==> src/rtl/traffic_signal_monitor_if.sv <==
// Signal bus between the light controller side and the signal monitor.
//   signal_in   : 4-lane colour word, lane0=[7:6] .. lane3=[1:0]
//   clear_fault : one-cycle pulse, drops a latched fault and resyncs
//   lane_green  : per-lane green indication from the registered word
//   tracking    : monitor is following the phase sequence
//   phase_idx   : current phase 0-7 while tracking, else 0
//   last_dwell  : length in cycles of the most recently completed phase
//   fault       : sticky fault flag
//   fault_code  : cause of the first fault, 0 when no fault
interface traffic_signal_monitor_if #(
    parameter int CW = 20
) ();
    logic [7:0]    signal_in;
    logic          clear_fault;
    logic [3:0]    lane_green;
    logic          tracking;
    logic [2:0]    phase_idx;
    logic [CW-1:0] last_dwell;
    logic          fault;
    logic [2:0]    fault_code;

    modport master (
        output signal_in, clear_fault,
        input  lane_green, tracking, phase_idx, last_dwell, fault, fault_code
    );

    modport slave (
        input  signal_in, clear_fault,
        output lane_green, tracking, phase_idx, last_dwell, fault, fault_code
    );
endinterface

==> src/rtl/traffic_signal_monitor.sv <==
// Independent checker for the 4-lane traffic-light signal word. Registers the
// word, decodes lane colours, follows the S0..S7 phase ring, measures dwell
// per phase and latches the first fault with a cause code.
//   clk, rst : single clock, synchronous active-high reset
//   bus      : slave side of traffic_signal_monitor_if (see that file)
module traffic_signal_monitor #(
    parameter int G_CYC = 500000,
    parameter int Y_CYC = 100000,
    parameter int TOL   = 16,
    parameter int CW    = 20
) (
    input  logic                   clk,
    input  logic                   rst,
    traffic_signal_monitor_if.slave bus
);
    typedef enum logic [1:0] {UNSYNC, TRACK, FAULT} state_e;

    localparam logic [7:0]    AY   = 8'h55;
    localparam logic [CW-1:0] G_LO = CW'(G_CYC - TOL);
    localparam logic [CW-1:0] G_HI = CW'(G_CYC + TOL + 1);
    localparam logic [CW-1:0] Y_LO = CW'(Y_CYC - TOL);
    localparam logic [CW-1:0] Y_HI = CW'(Y_CYC + TOL + 1);

    // {legal S-word, phase index}
    function automatic logic [3:0] s_lookup(input logic [7:0] w);
        case (w)
            8'h80:   return 4'b1_000;
            8'h50:   return 4'b1_001;
            8'h20:   return 4'b1_010;
            8'h14:   return 4'b1_011;
            8'h08:   return 4'b1_100;
            8'h05:   return 4'b1_101;
            8'h02:   return 4'b1_110;
            8'h41:   return 4'b1_111;
            default: return 4'b0_000;
        endcase
    endfunction

    logic [7:0]    sig_q, sig_d, prv_q, prv_d;
    logic          sig_vld_q, sig_vld_d, prv_vld_q, prv_vld_d;
    state_e        st_q, st_d;
    logic [2:0]    idx_q, idx_d, code_q, code_d;
    logic [CW-1:0] cnt_q, cnt_d, dwell_q, dwell_d;

    logic          chg, s_hit, any_inv, in_track;
    logic [2:0]    s_idx, n_green, code_new;
    logic [3:0]    lg;
    logic [CW-1:0] exp_lo, exp_hi;

    always_comb begin
        sig_d     = bus.signal_in;
        prv_d     = sig_q;
        sig_vld_d = 1'b1;
        prv_vld_d = sig_vld_q;
        st_d      = st_q;
        idx_d     = idx_q;
        code_d    = code_q;
        dwell_d   = dwell_q;
        code_new  = 3'd0;
        n_green   = 3'd0;
        any_inv   = 1'b0;
        lg        = 4'b0;

        for (int i = 0; i < 4; i++) begin
            lg[i]   = (sig_q[7-2*i -: 2] == 2'b10);
            any_inv = any_inv | (sig_q[7-2*i -: 2] == 2'b11);
            n_green = n_green + 3'(lg[i]);
        end
        {s_hit, s_idx} = s_lookup(sig_q);

        // The first sample after reset has no predecessor, so it is never a
        // change; a phase caught mid-way after reset is only observed.
        chg      = sig_vld_q && prv_vld_q && (sig_q != prv_q);
        in_track = (st_q == TRACK);
        exp_lo   = idx_q[0] ? Y_LO : G_LO;
        exp_hi   = idx_q[0] ? Y_HI : G_HI;

        // Cause codes in priority order; cnt_q at a change is the completed dwell.
        if (st_q != FAULT && sig_vld_q) begin
            if (n_green >= 3'd2)                                      code_new = 3'd1;
            else if (any_inv)                                         code_new = 3'd2;
            else if (!s_hit && sig_q != AY)                           code_new = 3'd3;
            else if (in_track && chg && !(s_hit && s_idx == idx_q + 3'd1))
                                                                      code_new = 3'd4;
            else if (in_track && chg && cnt_q < exp_lo)               code_new = 3'd5;
            else if (in_track && cnt_q >= exp_hi)                     code_new = 3'd6;
        end

        if (chg)          cnt_d = CW'(1);
        else if (&cnt_q)  cnt_d = cnt_q;
        else              cnt_d = cnt_q + CW'(1);

        if (bus.clear_fault) begin
            st_d   = UNSYNC;
            code_d = 3'd0;
            idx_d  = 3'd0;
        end else begin
            case (st_q)
                UNSYNC: begin
                    if (code_new != 3'd0) begin
                        st_d   = FAULT;
                        code_d = code_new;
                    end else if (chg && s_hit) begin
                        st_d  = TRACK;
                        idx_d = s_idx;
                    end
                end
                TRACK: begin
                    if (chg) dwell_d = cnt_q;
                    if (code_new != 3'd0) begin
                        st_d   = FAULT;
                        code_d = code_new;
                        idx_d  = 3'd0;
                    end else if (chg) begin
                        idx_d = s_idx;
                    end
                end
                default: ;
            endcase
        end
    end

    always_ff @(posedge clk) begin
        if (rst) begin
            sig_q     <= 8'h00;
            prv_q     <= 8'h00;
            sig_vld_q <= 1'b0;
            prv_vld_q <= 1'b0;
            st_q      <= UNSYNC;
            idx_q     <= 3'd0;
            code_q    <= 3'd0;
            cnt_q     <= '0;
            dwell_q   <= '0;
        end else begin
            sig_q     <= sig_d;
            prv_q     <= prv_d;
            sig_vld_q <= sig_vld_d;
            prv_vld_q <= prv_vld_d;
            st_q      <= st_d;
            idx_q     <= idx_d;
            code_q    <= code_d;
            cnt_q     <= cnt_d;
            dwell_q   <= dwell_d;
        end
    end

    assign bus.lane_green = lg;
    assign bus.tracking   = (st_q == TRACK);
    assign bus.phase_idx  = (st_q == TRACK) ? idx_q : 3'd0;
    assign bus.last_dwell = dwell_q;
    assign bus.fault      = (st_q == FAULT);
    assign bus.fault_code = code_q;
endmodule

==> src/flat_wrapper.sv <==
// flat-port wrapper written by rule: the top's interface ports become plain ports
module traffic_signal_monitor_flat 
#(
    parameter int G_CYC = 500000,
    parameter int Y_CYC = 100000,
    parameter int TOL   = 16,
    parameter int CW    = 20
)
  (clk, rst, bus_signal_in, bus_clear_fault, bus_lane_green, bus_tracking, bus_phase_idx, bus_last_dwell, bus_fault, bus_fault_code);
  traffic_signal_monitor_if #(.CW(CW)) bus_i ();
  input  logic clk;
  input  logic rst;
  input wire logic [$bits(bus_i.signal_in)-1:0] bus_signal_in;
  input wire logic [$bits(bus_i.clear_fault)-1:0] bus_clear_fault;
  output wire logic [$bits(bus_i.lane_green)-1:0] bus_lane_green;
  output wire logic [$bits(bus_i.tracking)-1:0] bus_tracking;
  output wire logic [$bits(bus_i.phase_idx)-1:0] bus_phase_idx;
  output wire logic [$bits(bus_i.last_dwell)-1:0] bus_last_dwell;
  output wire logic [$bits(bus_i.fault)-1:0] bus_fault;
  output wire logic [$bits(bus_i.fault_code)-1:0] bus_fault_code;
  assign bus_i.signal_in = bus_signal_in;
  assign bus_i.clear_fault = bus_clear_fault;
  assign bus_lane_green = bus_i.lane_green;
  assign bus_tracking = bus_i.tracking;
  assign bus_phase_idx = bus_i.phase_idx;
  assign bus_last_dwell = bus_i.last_dwell;
  assign bus_fault = bus_i.fault;
  assign bus_fault_code = bus_i.fault_code;
  traffic_signal_monitor #(.G_CYC(G_CYC), .Y_CYC(Y_CYC), .TOL(TOL), .CW(CW)) u_core (.clk(clk), .rst(rst), .bus(bus_i));
endmodule
==> config.mk <==
export PLATFORM = sky130hd
export DESIGN_NAME = traffic_signal_monitor_flat
export DESIGN_NICKNAME = d
export VERILOG_FILES = /design/src/rtl/traffic_signal_monitor_if.sv /design/src/rtl/traffic_signal_monitor.sv /design/src/flat_wrapper.sv
export SDC_FILE = /design/constraint.sdc
export NUM_CORES = 1
export LEC_CHECK = 0
export BUFFER_PORTS_ARGS = -buffer_cell sky130_fd_sc_hd__buf_4
export CORE_ASPECT_RATIO = 1.1
export CORE_MARGIN = 2
export CORE_UTILIZATION = 52
export CTS_CLUSTER_SIZE = 28
export DETAILED_ROUTE_END_ITERATION = 6
export HOLD_SLACK_MARGIN = 0.05
export PLACE_DENSITY = 0.76
export RECOVER_POWER = 25
export SLEW_MARGIN = 25
export SYNTH_ARGS = -nofsm -noshare
export SYNTH_HDL_FRONTEND = slang
export SYNTH_SLANG_ARGS = --single-unit
==> constraint.sdc <==
create_clock -name clk -period 2.51 [get_ports clk]
set_input_delay 0.502 -clock clk [delete_from_list [all_inputs] [get_ports clk]]
set_output_delay 0.502 -clock clk [all_outputs]
set_load 0.03 [all_outputs]
=== After elaboration in Yosys (flattened, before gate mapping) ===
Cells that the tools add are included.

* Register bits after elaboration: 66
* Input bits: 11
* Output and inout port bits: 32
* Word-level logic and storage cells: 96

* Add/subtract/negate cells: 5
* Order comparisons: 3
* Equality and inequality tests: 28
* Mux-type cells: 23
* Bitwise logic cells: 4
* Reduce and logical (&&, ||, !) cells: 23

{| class="wikitable"
|+ Operators with widths
! cell !! count
|-
| $mux 19 || 2
|-
| $mux 3 || 12
|-
| $pmux 4 s8 || 1
|-
| $add 20x1->20 const B || 1
|-
| $ge 20x19->1 || 1
|-
| $lt 20x19->1 || 1
|-
| $reduce_and 20->1 || 1
|-
| $eq 2x2->1 const B || 9
|-
| $eq 8x7->1 const B || 2
|-
| $logic_and 1x1->1 || 10
|-
| $eq 8x2->1 const B || 1
|-
| $eq 8x3->1 const B || 1
|-
| $eq 8x4->1 const B || 1
|-
| $eq 8x5->1 const B || 1
|-
| $eq 8x6->1 const B || 1
|-
| $eq 8x8->1 const B || 1
|-
| $ne 8x7->1 const B || 1
|-
| $ne 8x8->1 || 1
|-
| $add 3x1->3 || 2
|-
| $mux 2 || 3
|-
| $ne 2x1->1 const B || 3
|-
| $ne 3x1->1 const B || 2
|-
| $pmux 3 s2 || 1
|-
| $reduce_and 3->1 || 2
|-
| other kinds (17) || 25
|}

=== Depth between registers and ports, before layout ===
Gate-level depths: netlist of run 1.

* Depth in word-level cells: 14
* Gate-level depth with buffers: 13
* Mapped depth without buffers: 12

=== Least setup slack after synthesis of run 1 ===
OpenSTA, ideal clock, no wires.

* Kind: register -> register
* From: register u_core.sig_q[4] (netlist: u_core.prv_d[4])
* To: register u_core.idx_q[2]
* Setup time: 0.117 ns
* Arrival: 2.770 ns
* Setup slack: -0.377 ns
* Stages on the path, launching flop included: 13
* Buffers on the path: 1
* Period minus slack after synthesis: 2.887 ns
* Cells stage by stage: dfxtp_1 -> buf_2 -> nor2b_1 -> ha_1 -> ha_1 -> a211oi_1 -> nand3_1 -> nor2_1 -> o221ai_1 -> o21ai_2 -> a21oi_4 -> and3_1 -> a32o_2

* Elaborated cells on any way between the ends: 46
* Those cells by class: add/sub (3); order compare (1); eq/ne (16); mux (12); bitwise (3); reduce/logical (11)

{| class="wikitable"
|+ RTL lines
! element !! RTL line !! text
|-
| from (decl) || traffic_signal_monitor.sv:39 || <nowiki>logic [7:0] sig_q, sig_d, prv_q, prv_d;</nowiki>
|-
| from (signal assigned) || traffic_signal_monitor.sv:135 || <nowiki>sig_q <= sig_d;</nowiki>
|-
| $eq 2x2->1 * || traffic_signal_monitor.sv:65 || <nowiki>lg[i] = (sig_q[7-2*i -: 2] == 2'b10);</nowiki>
|-
| net bus_lane_green[1] || flat_wrapper.sv:15 || <nowiki>output wire logic [$bits(bus_i.lane_green)-1:0] bus_lane_green;</nowiki>
|-
| $add 1x1->2 * || traffic_signal_monitor.sv:67 || <nowiki>n_green = n_green + 3'(lg[i]);</nowiki>
|-
| $add 3x1->3 * (2 in a row) || traffic_signal_monitor.sv:67 ||
|-
| $ge 3x2->1 * || traffic_signal_monitor.sv:80 || <nowiki>if (n_green >= 3'd2) code_new = 3'd1;</nowiki>
|-
| $mux 3 * || traffic_signal_monitor.sv:80 ||
|-
| $mux 3 * || traffic_signal_monitor.sv:79 || <nowiki>if (st_q != FAULT && sig_vld_q) begin</nowiki>
|-
| $reduce_bool 3->1 * || traffic_signal_monitor.sv:100, traffic_signal_monitor.sv:110 ||
|-
| $ne 3x1->1 (no source line), or another cell as far along || -- ||
|-
| $reduce_and 4->1 (no source line) / $pmux 3 s2 (equally long branches) || -- ||
|-
| to (signal assigned) || traffic_signal_monitor.sv:140 || <nowiki>idx_q <= idx_d;</nowiki>
|-
| to (decl) || traffic_signal_monitor.sv:42 || <nowiki>logic [2:0] idx_q, idx_d, code_q, code_d;</nowiki>
|}

The timed path passes the listed nets; every way through them passes the cells marked *. The select of a mux whose other input is x is not followed.
A chain may end at the register's enable or synchronous reset.

=== Final worst setup path of run 1 ===
* From: register u_core.sig_q[4] (netlist: u_core.prv_d[4])
* To: register u_core.idx_q[2]

* Cells in the longest elaborated chain, start to end: 14
* Elaborated cells on any way between the ends: 46
* Those cells by class: add/sub (3); order compare (1); eq/ne (16); mux (12); bitwise (3); reduce/logical (11)

{| class="wikitable"
|+ Ends and longest elaborated chain
! element
|-
| parallel branches: the longest is 14 deep, another holds $add 3x1->3
|}

Several ways; the timed one is not identified. The select of a mux whose other input is x is not followed.

==> results.md, run 1 <==
- Worst Hold End: u_core.prv_d[1]$_SDFF_PP0_
- Sequential power share: 47.3%
- R2R Setup Slk: -0.22 ns
- Area leader, netlist: dfxtp_1
- R2R Path End: u_core.idx_q[2]$_SDFFE_PP0P_
- Peak VDD IR: 0.307 mV
- Initial Utilization: 53.6%
- Most frequent cells in the layout: 91 x buf_4, 63 x dfxtp_1, 59 x nand2_1, 31 x nor2_1, 29 x a21oi_1
- Synth unique cells: 54
- Die X: 79.7 um
- Pre-antenna DRT Iters: 4
- CTS tree: built
- Sw Ratio: 25.3%
- Post-DR vias/cell: 5.56
- Share of synthesized area spent on multiplexers: 0%
- Setup CP Type: reg2reg
- Via Count: 3,122
- Number of synthesized register bits: 66
- RSZ-0062 raised after global routing: yes
- Power Total: 2.30 mW
- Final ANT Viol Nets: 0
- Gate Count Post-Synth: 391
- Post-synthesis simple-gate area fraction: 29.4%
- I/O pin count: 43
- Max clock buf depth: 2
- Post-synth EDFFs: 0
- Status: finished, violations left
- Core Rows: 30
- Power Internal: 1.72 mW
- Final Net Count: 501
- Syn_area_per_cell: 8.38 um2
- Final slew viol count: 0
- Die ar.: 0.00696 mm2
- Relative slew slack: 51.1%
- Wire per inst: 15.0 um
- Metal2 WL: 4520 um
- Vias in the first global route: 2,984
- TNS Setup: -1.42 ns
- Clock skew: 0.00649 ns
- Final Hold Fails: 0
- PortBufs: 42
- Share of post-route cells with drive strength above 1: 30.5%
- Wire length on met3: 364 um
- Synth Area in Compound Gates: 14.7%
- CP endpoint kind: flop
- Largest family of logic cells by synthesized area: simple AND/OR/NAND/NOR gates
- DRT met1 WL: 3470 um
- Crit path time final: 2.73 ns
- Gpl congestion: 0.950
- Htree depth: 3
- CP Data Arrival Time: 2.96 ns
- Net Count, Synth: 415
- Register area share after synthesis: 40.3%
- Worst-path clk slew: 0.07 ns
- Worst R2R Path Depth: 10
- Worst hold path cell count: 2
- Leakage power: 1.86 nW
- Failing checks: negative setup slack
- Psw: 0.582 mW
- Commonest non-fill, non-tap cell in the layout: buf_4
- Diode count: 0
- Worst Path Required: 2.74 ns
- Initial antenna violation count: 0
- Area growth syn-to-layout: 33.2%
- Core Area: 0.00612 mm2
- YS warnings: 0
- Largest cells by area after synthesis: dfxtp_1 40%, nand2_1 6.9%, ha_1 5.0%, a21oi_1 4.6%, xnor2_1 4.0%
- Synth Area in XOR/XNOR: 6.95%
- Max Fclk: 0.367 GHz
- Residual DRC: 0
- Crit-path max FO: 5
- Hold Crit Start: bus_signal_in[1]
- First-pass GRT wire length: 13,500 um
- Post-Syn Area: 0.00328 mm2
- Slew of the pin with the lowest slew margin: 0.731 ns
- Synth top area share: 40.3%
- Max layer used: met4
- Die Span Y: 87.3 um
- GRT Overall Usage: 24.9%
- Hold Path Class: in2reg
- Post-Synth Adder-Cell Area: 4.96%
- Clock power frac: 39.8%
- CTS Buf Count: 9
- Ys async rst share: 0%
- Reg-to-Reg Start: u_core.prv_d[4]$_SDFF_PP0_
- Clk root buf: clkbuf_8
- Hold Buf Count CTS: 0
- DR iter-0 viols: 184
- Num Clock Sinks: 66
- Total gr overflow: 0
- Final period util: 109%
- Main synth FF type: dfxtp_1
- Setup ws final: -0.216 ns
- Post-Route WL: 8450 um
- DP HPWL: 5800 um
- Final setup vio count: 8
- Logic pwr share: 12.9%
- Power Dens Cells: 527 mW/mm2
- Setup crit start kind: flop
- Worst-Skew Late Latency: 0.33 ns
- Pin count of the biggest net entering global routing: 27
- Max cap viols: 0
-- worst max-delay path by stage --
stage,from,end,slack (ns),cells past startpoint
finish,u_core.prv_d[4]$_SDFF_PP0_,u_core.idx_q[2]$_SDFFE_PP0P_,-0.22,10
floorplan,u_core.prv_d[4]$_SDFF_PP0_,u_core.idx_q[2]$_SDFFE_PP0P_,-0.06,10
global route,u_core.prv_d[4]$_SDFF_PP0_,u_core.bus.fault_code[0]$_SDFFE_PP0P_,-0.36,10
detailed placement,u_core.prv_d[4]$_SDFF_PP0_,u_core.idx_q[0]$_SDFFE_PP0P_,-0.24,9
global placement,u_core.prv_d[5]$_SDFF_PP0_,u_core.idx_q[2]$_SDFFE_PP0P_,-0.08,11
CTS,u_core.prv_d[4]$_SDFF_PP0_,u_core.idx_q[0]$_SDFFE_PP0P_,-0.16,9
-- state kept, by name, indices dropped and copies added, names as in the netlist --
| signal | flops |
|---|---|
| u_core.prv_vld_q | 1 |
| u_core.bus.fault_code | 3 |
| u_core.prv_q | 8 |
| u_core.cnt_q | 20 |
| u_core.st_q | 2 |
| u_core.prv_vld_d | 1 |
| u_core.idx_q | 3 |
| u_core.bus.last_dwell | 20 |
| u_core.prv_d | 8 |
-- power by group through the flow --
| stage | logic (mW) | registers, mW | clock network [mW] |
|---|---|---|---|
| floorplan | 0.155 | 1.11 | 0 |
| global placement | 0.239 | 1.11 | 0 |
| detailed placement | 0.245 | 1.11 | 0 |
| CTS | 0.263 | 1.09 | 0.936 |
| global route | 0.322 | 1.09 | 0.988 |
| finish | 0.297 | 1.09 | 0.915 |
-- layout make-up --
type                       count  area (um2)
clock inverter                 4        50.0
inverter                      14        52.6
clock buffer                  12         155
multi-input combinational    295        2000
fill                         484        1750
timing repair buffer          91         683
sequential                    66        1330
tap                           80         100
-- Yosys cell counts, types with 3 or more instances --
library cell	count
dfxtp_1	66
nand2_1	60
nor2_1	33
a21oi_1	30
nor2b_1	18
nand3_1	15
xnor2_1	15
inv_1	14
ha_1	13
clkbuf_1	12
nor3_1	12
xor2_1	11
and3_1	9
or2_2	6
nand4_1	5
nand2b_1	4
o21ai_0	4
or3_1	4
a211oi_1	3
nor4_1	3
o21a_1	3
o2bb2ai_1	3
-- metrics by stage --
| step | instance area (um2) | worst slack [ns] | hold slack (ns) | cells | utilization [%] |
|---|---|---|---|---|---|
| after floorplan | 3300 | -0.0561 | 0.450 | 391 | - |
| after global placement | 3930 | -0.0807 | 0.446 | 535 | 64.3 |
| after detailed placement | 3940 | -0.238 | 0.450 | 535 | 64.4 |
| after CTS | 4200 | -0.158 | 0.373 | 555 | 68.7 |
| after global routing | 4370 | -0.357 | 0.377 | 562 | 71.4 |
| final | 4370 | -0.216 | 0.383 | 562 | 71.4 |
-- cells by family after synthesis --
kind of cell,Yosys count
simple gates,189
compound gates,67
flops,66
buf+inv,30
xor+xnor,26
fa+ha+maj,13
-- layer usage --
layer,vias up,global-route usage (%)
met1,1500,30.1
met5,-,0
met2,77,43.6
li1,1536,-
met3,9,4.77
met4,0,9.72
-- timing repair --
| action | CTS | global route |
|---|---|---|
| gates resized for setup | 7 | 20 |
| pin swaps | 5 | 15 |
| setup endpoints to repair | 8 | 29 |
| cloned | 0 | 0 |
| buffers inserted | 4 | 7 |
-- critical path, stage by stage (launching register included) --
cell       delay (ns)
dfxtp_4          0.36
or3b_2           0.46
o32a_1           0.22
a2111oi_4        0.43
o221a_2          0.29
and4b_1          0.24
o21ai_2          0.09
buf_4            0.15
nor2_4           0.09
o2bb2ai_2        0.08
a32o_2           0.22
No activity file was read; power rests on OpenSTA's default activity.
==> inputs of run 2 (changes only) <==
--- a/config.mk
+++ b/config.mk
@@ -6,7 +6,6 @@
 export NUM_CORES = 1
 export LEC_CHECK = 0
 export BUFFER_PORTS_ARGS = -buffer_cell sky130_fd_sc_hd__buf_4
-export CORE_ASPECT_RATIO = 1.1
 export CORE_MARGIN = 2
 export CORE_UTILIZATION = 52
 export CTS_CLUSTER_SIZE = 28
==> results.md, run 2 (synthesis gave the netlist of run 1 again) <==
- Status: finished, violations left
- Failing checks: max-capacitance violations, max-slew violations, negative setup slack
- Crit-path max FO: 6 (+1)
- RSZ-0062 raised after global routing: yes
- Relative slew slack: -15.7% (-67 points)
- DP HPWL: 5830 um (+0.48%)
- Final Hold Fails: 0 (unchanged)
- Crit path time final: 2.66 ns (-0.0654 ns)
- CTS tree: built
- Power Total: 2.37 mW (+2.8%)
- Final period util: 106% (-2.6 points)
- Final Net Count: 498 (-0.60%)
- Htree depth: 3 (unchanged)
- Worst Path Required: 2.80 ns (+0.06 ns)
- Post-DR vias/cell: 5.61 (+0.94%)
- Pre-antenna DRT Iters: 4 (unchanged)
- Max Fclk: 0.376 GHz (+2.5%)
- Gpl congestion: 0.866 (-8.9%)
- GRT Overall Usage: 24.9% (-0.081 points)
- Logic pwr share: 12.0% (-0.9 points)
- Psw: 0.583 mW (+0.26%)
- Final ANT Viol Nets: 0 (unchanged)
- Die Span Y: 83.4 um (-4.4%)
- Wire per inst: 15.4 um (+2.6%)
- I/O pin count: 43 (unchanged)
- Diode count: 0 (unchanged)
- CP endpoint kind: flop
- Area growth syn-to-layout: 33.5%
- Leakage power: 1.83 nW (-1.6%)
- Clk root buf: clkbuf_8
- Max clock buf depth: 2 (unchanged)
- Final setup vio count: 7 (-1)
- Num Clock Sinks: 66 (unchanged)
- Initial antenna violation count: 0 (unchanged)
- Setup crit start kind: flop
- Peak VDD IR: 0.446 mV (+45%)
- Core Area: 0.00599 mm2 (-2.1%)
- Core Rows: 28 (-6.7%)
- Clock power frac: 41.9% (+2.1 points)
- Die ar.: 0.00696 mm2 (about the same)
- Residual DRC: 0 (unchanged)
- CTS Buf Count: 9 (unchanged)
- Total gr overflow: 0 (unchanged)
- Sw Ratio: 24.6% (-0.62 points)
- Hold Path Class: in2reg
- Worst hold path cell count: 2 (unchanged)
- Commonest non-fill, non-tap cell in the layout: buf_4
- Die X: 83.4 um (+4.6%)
- Post-Route WL: 8530 um (+0.95%)
- Worst R2R Path Depth: 9 (-1)
- DR iter-0 viols: 154 (-16%)
- Via Count: 3,101 (-0.67%)
- Power Dens Cells: 541 mW/mm2 (+2.6%)
- Final slew viol count: 42 (+42)
- Hold WS: 0.369 ns (-0.0144 ns)
- Power Internal: 1.78 mW (+3.6%)
- Initial Utilization: 54.7% (+1.1 points)
- Most frequent cells in the layout: 82 x buf_4, 62 x dfxtp_1, 60 x nand2_1, 32 x nor2_1, 28 x a21oi_1
- Sequential power share: 46.0% (-1.3 points)
- Setup CP Type: reg2reg
- Vias in the first global route: 3,026 (+1.4%)
- Pin count of the biggest net entering global routing: 42 (+56%)
- R2R Setup Slk: -0.15 ns (+0.07 ns)
- PortBufs: 42 (unchanged)
- Worst-path clk slew: 0.07 ns (about the same)
- Worst-Skew Late Latency: 0.35 ns (+0.02 ns)
- Setup ws final: -0.150 ns (+0.0654 ns)
- Max cap viols: 1 (+1)
- Share of post-route cells with drive strength above 1: 30.1% (-0.37 points)
- First-pass GRT wire length: 14,000 um (+3.5%)
- Slew of the pin with the lowest slew margin: 1.74 ns (+1.01 ns)
- Clock skew: 0.00646 ns (-0.0000387 ns)
- CP Data Arrival Time: 2.95 ns (about the same)
==> run 2: cell count changes in the layout (fill, tap and decap cells not counted), sizes merged <==
cell,before,now
buf,91,83
bufinv,1,2
clkbuf,12,16
clkinvlp,2,1
==> run 2: per-stage QoR <==
step	std cells	setup TNS (ns)	setup slack [ns]	cell area [um2]	utilization (%)
after global routing	553	-1.56	-0.249	4380	73.0
final	553	-0.742	-0.150	4380	73.0
after CTS	551	-0.477	-0.105	4340	72.5
after floorplan	391	-0.142	-0.0561	3300	-
after global placement	531	-1.07	-0.208	3930	65.6
after detailed placement	531	-1.41	-0.240	3940	65.7
==> run 2: cell type report <==
| cell class | count | area, um2 |
|---|---|---|
| timing repair buffer | 88 | 646 |
| clock inverter | 4 | 76.3 |
| sequential | 66 | 1330 |
| tap | 75 | 93.8 |
| inverter | 14 | 52.6 |
| multi-input combinational | 295 | 2030 |
| clock buffer | 11 | 141 |
| fill | 460 | 1620 |
==> run 2: path summary, 6_finish.rpt <==
check,start,end
max,u_core.prv_d[5]$_SDFF_PP0_,u_core.idx_q[2]$_SDFFE_PP0P_
min,bus_signal_in[2],u_core.prv_d[2]$_SDFF_PP0_
max reg2reg,u_core.prv_d[5]$_SDFF_PP0_,u_core.idx_q[2]$_SDFFE_PP0P_
min reg2reg,u_core.bus.last_dwell[3]$_SDFFE_PP0P_,u_core.bus.last_dwell[3]$_SDFFE_PP0P_
==> run 2: critical path, cell delays in order, from the launching register on <==
cell	delay [ns]
dfxtp_4	0.36
or3b_2	0.47
o32a_1	0.21
a2111oi_4	0.39
o221a_2	0.27
and4b_1	0.24
o21ai_2	0.09
a21oi_4	0.19
o2bb2ai_1	0.21
a32o_2	0.17
==> run 2: routing by layer <==
| layer | vias up | share of wire, % | track usage [%] |
|---|---|---|---|
| met5 | - | 0 | 0 |
| met4 | 0 | 2.3 | 9.39 |
| met3 | 22 | 5.0 | 6.56 |
| met2 | 89 | 50 | 43.2 |
| met1 | 1468 | 43 | 29.2 |
| li1 | 1522 | - | - |
==> run 2: power by group through the flow <==
stage,Sequential [mW],Clock [mW],Combinational [mW]
2_1_floorplan,1.11,0,0.155
3_3_place_gp,1.11,0,0.239
3_5_place_dp,1.11,0,0.245
4_1_cts,1.09,1.01,0.274
5_1_grt,1.09,1.05,0.306
6_report,1.09,0.992,0.285
==> run 2: repair_timing <==
item                       CTS  global route
pin swaps                   14             5
cloned                       0             0
setup endpoints to repair    8            28
hold buffers                 0             0
gates resized for setup     29             6
buffers inserted             5             2
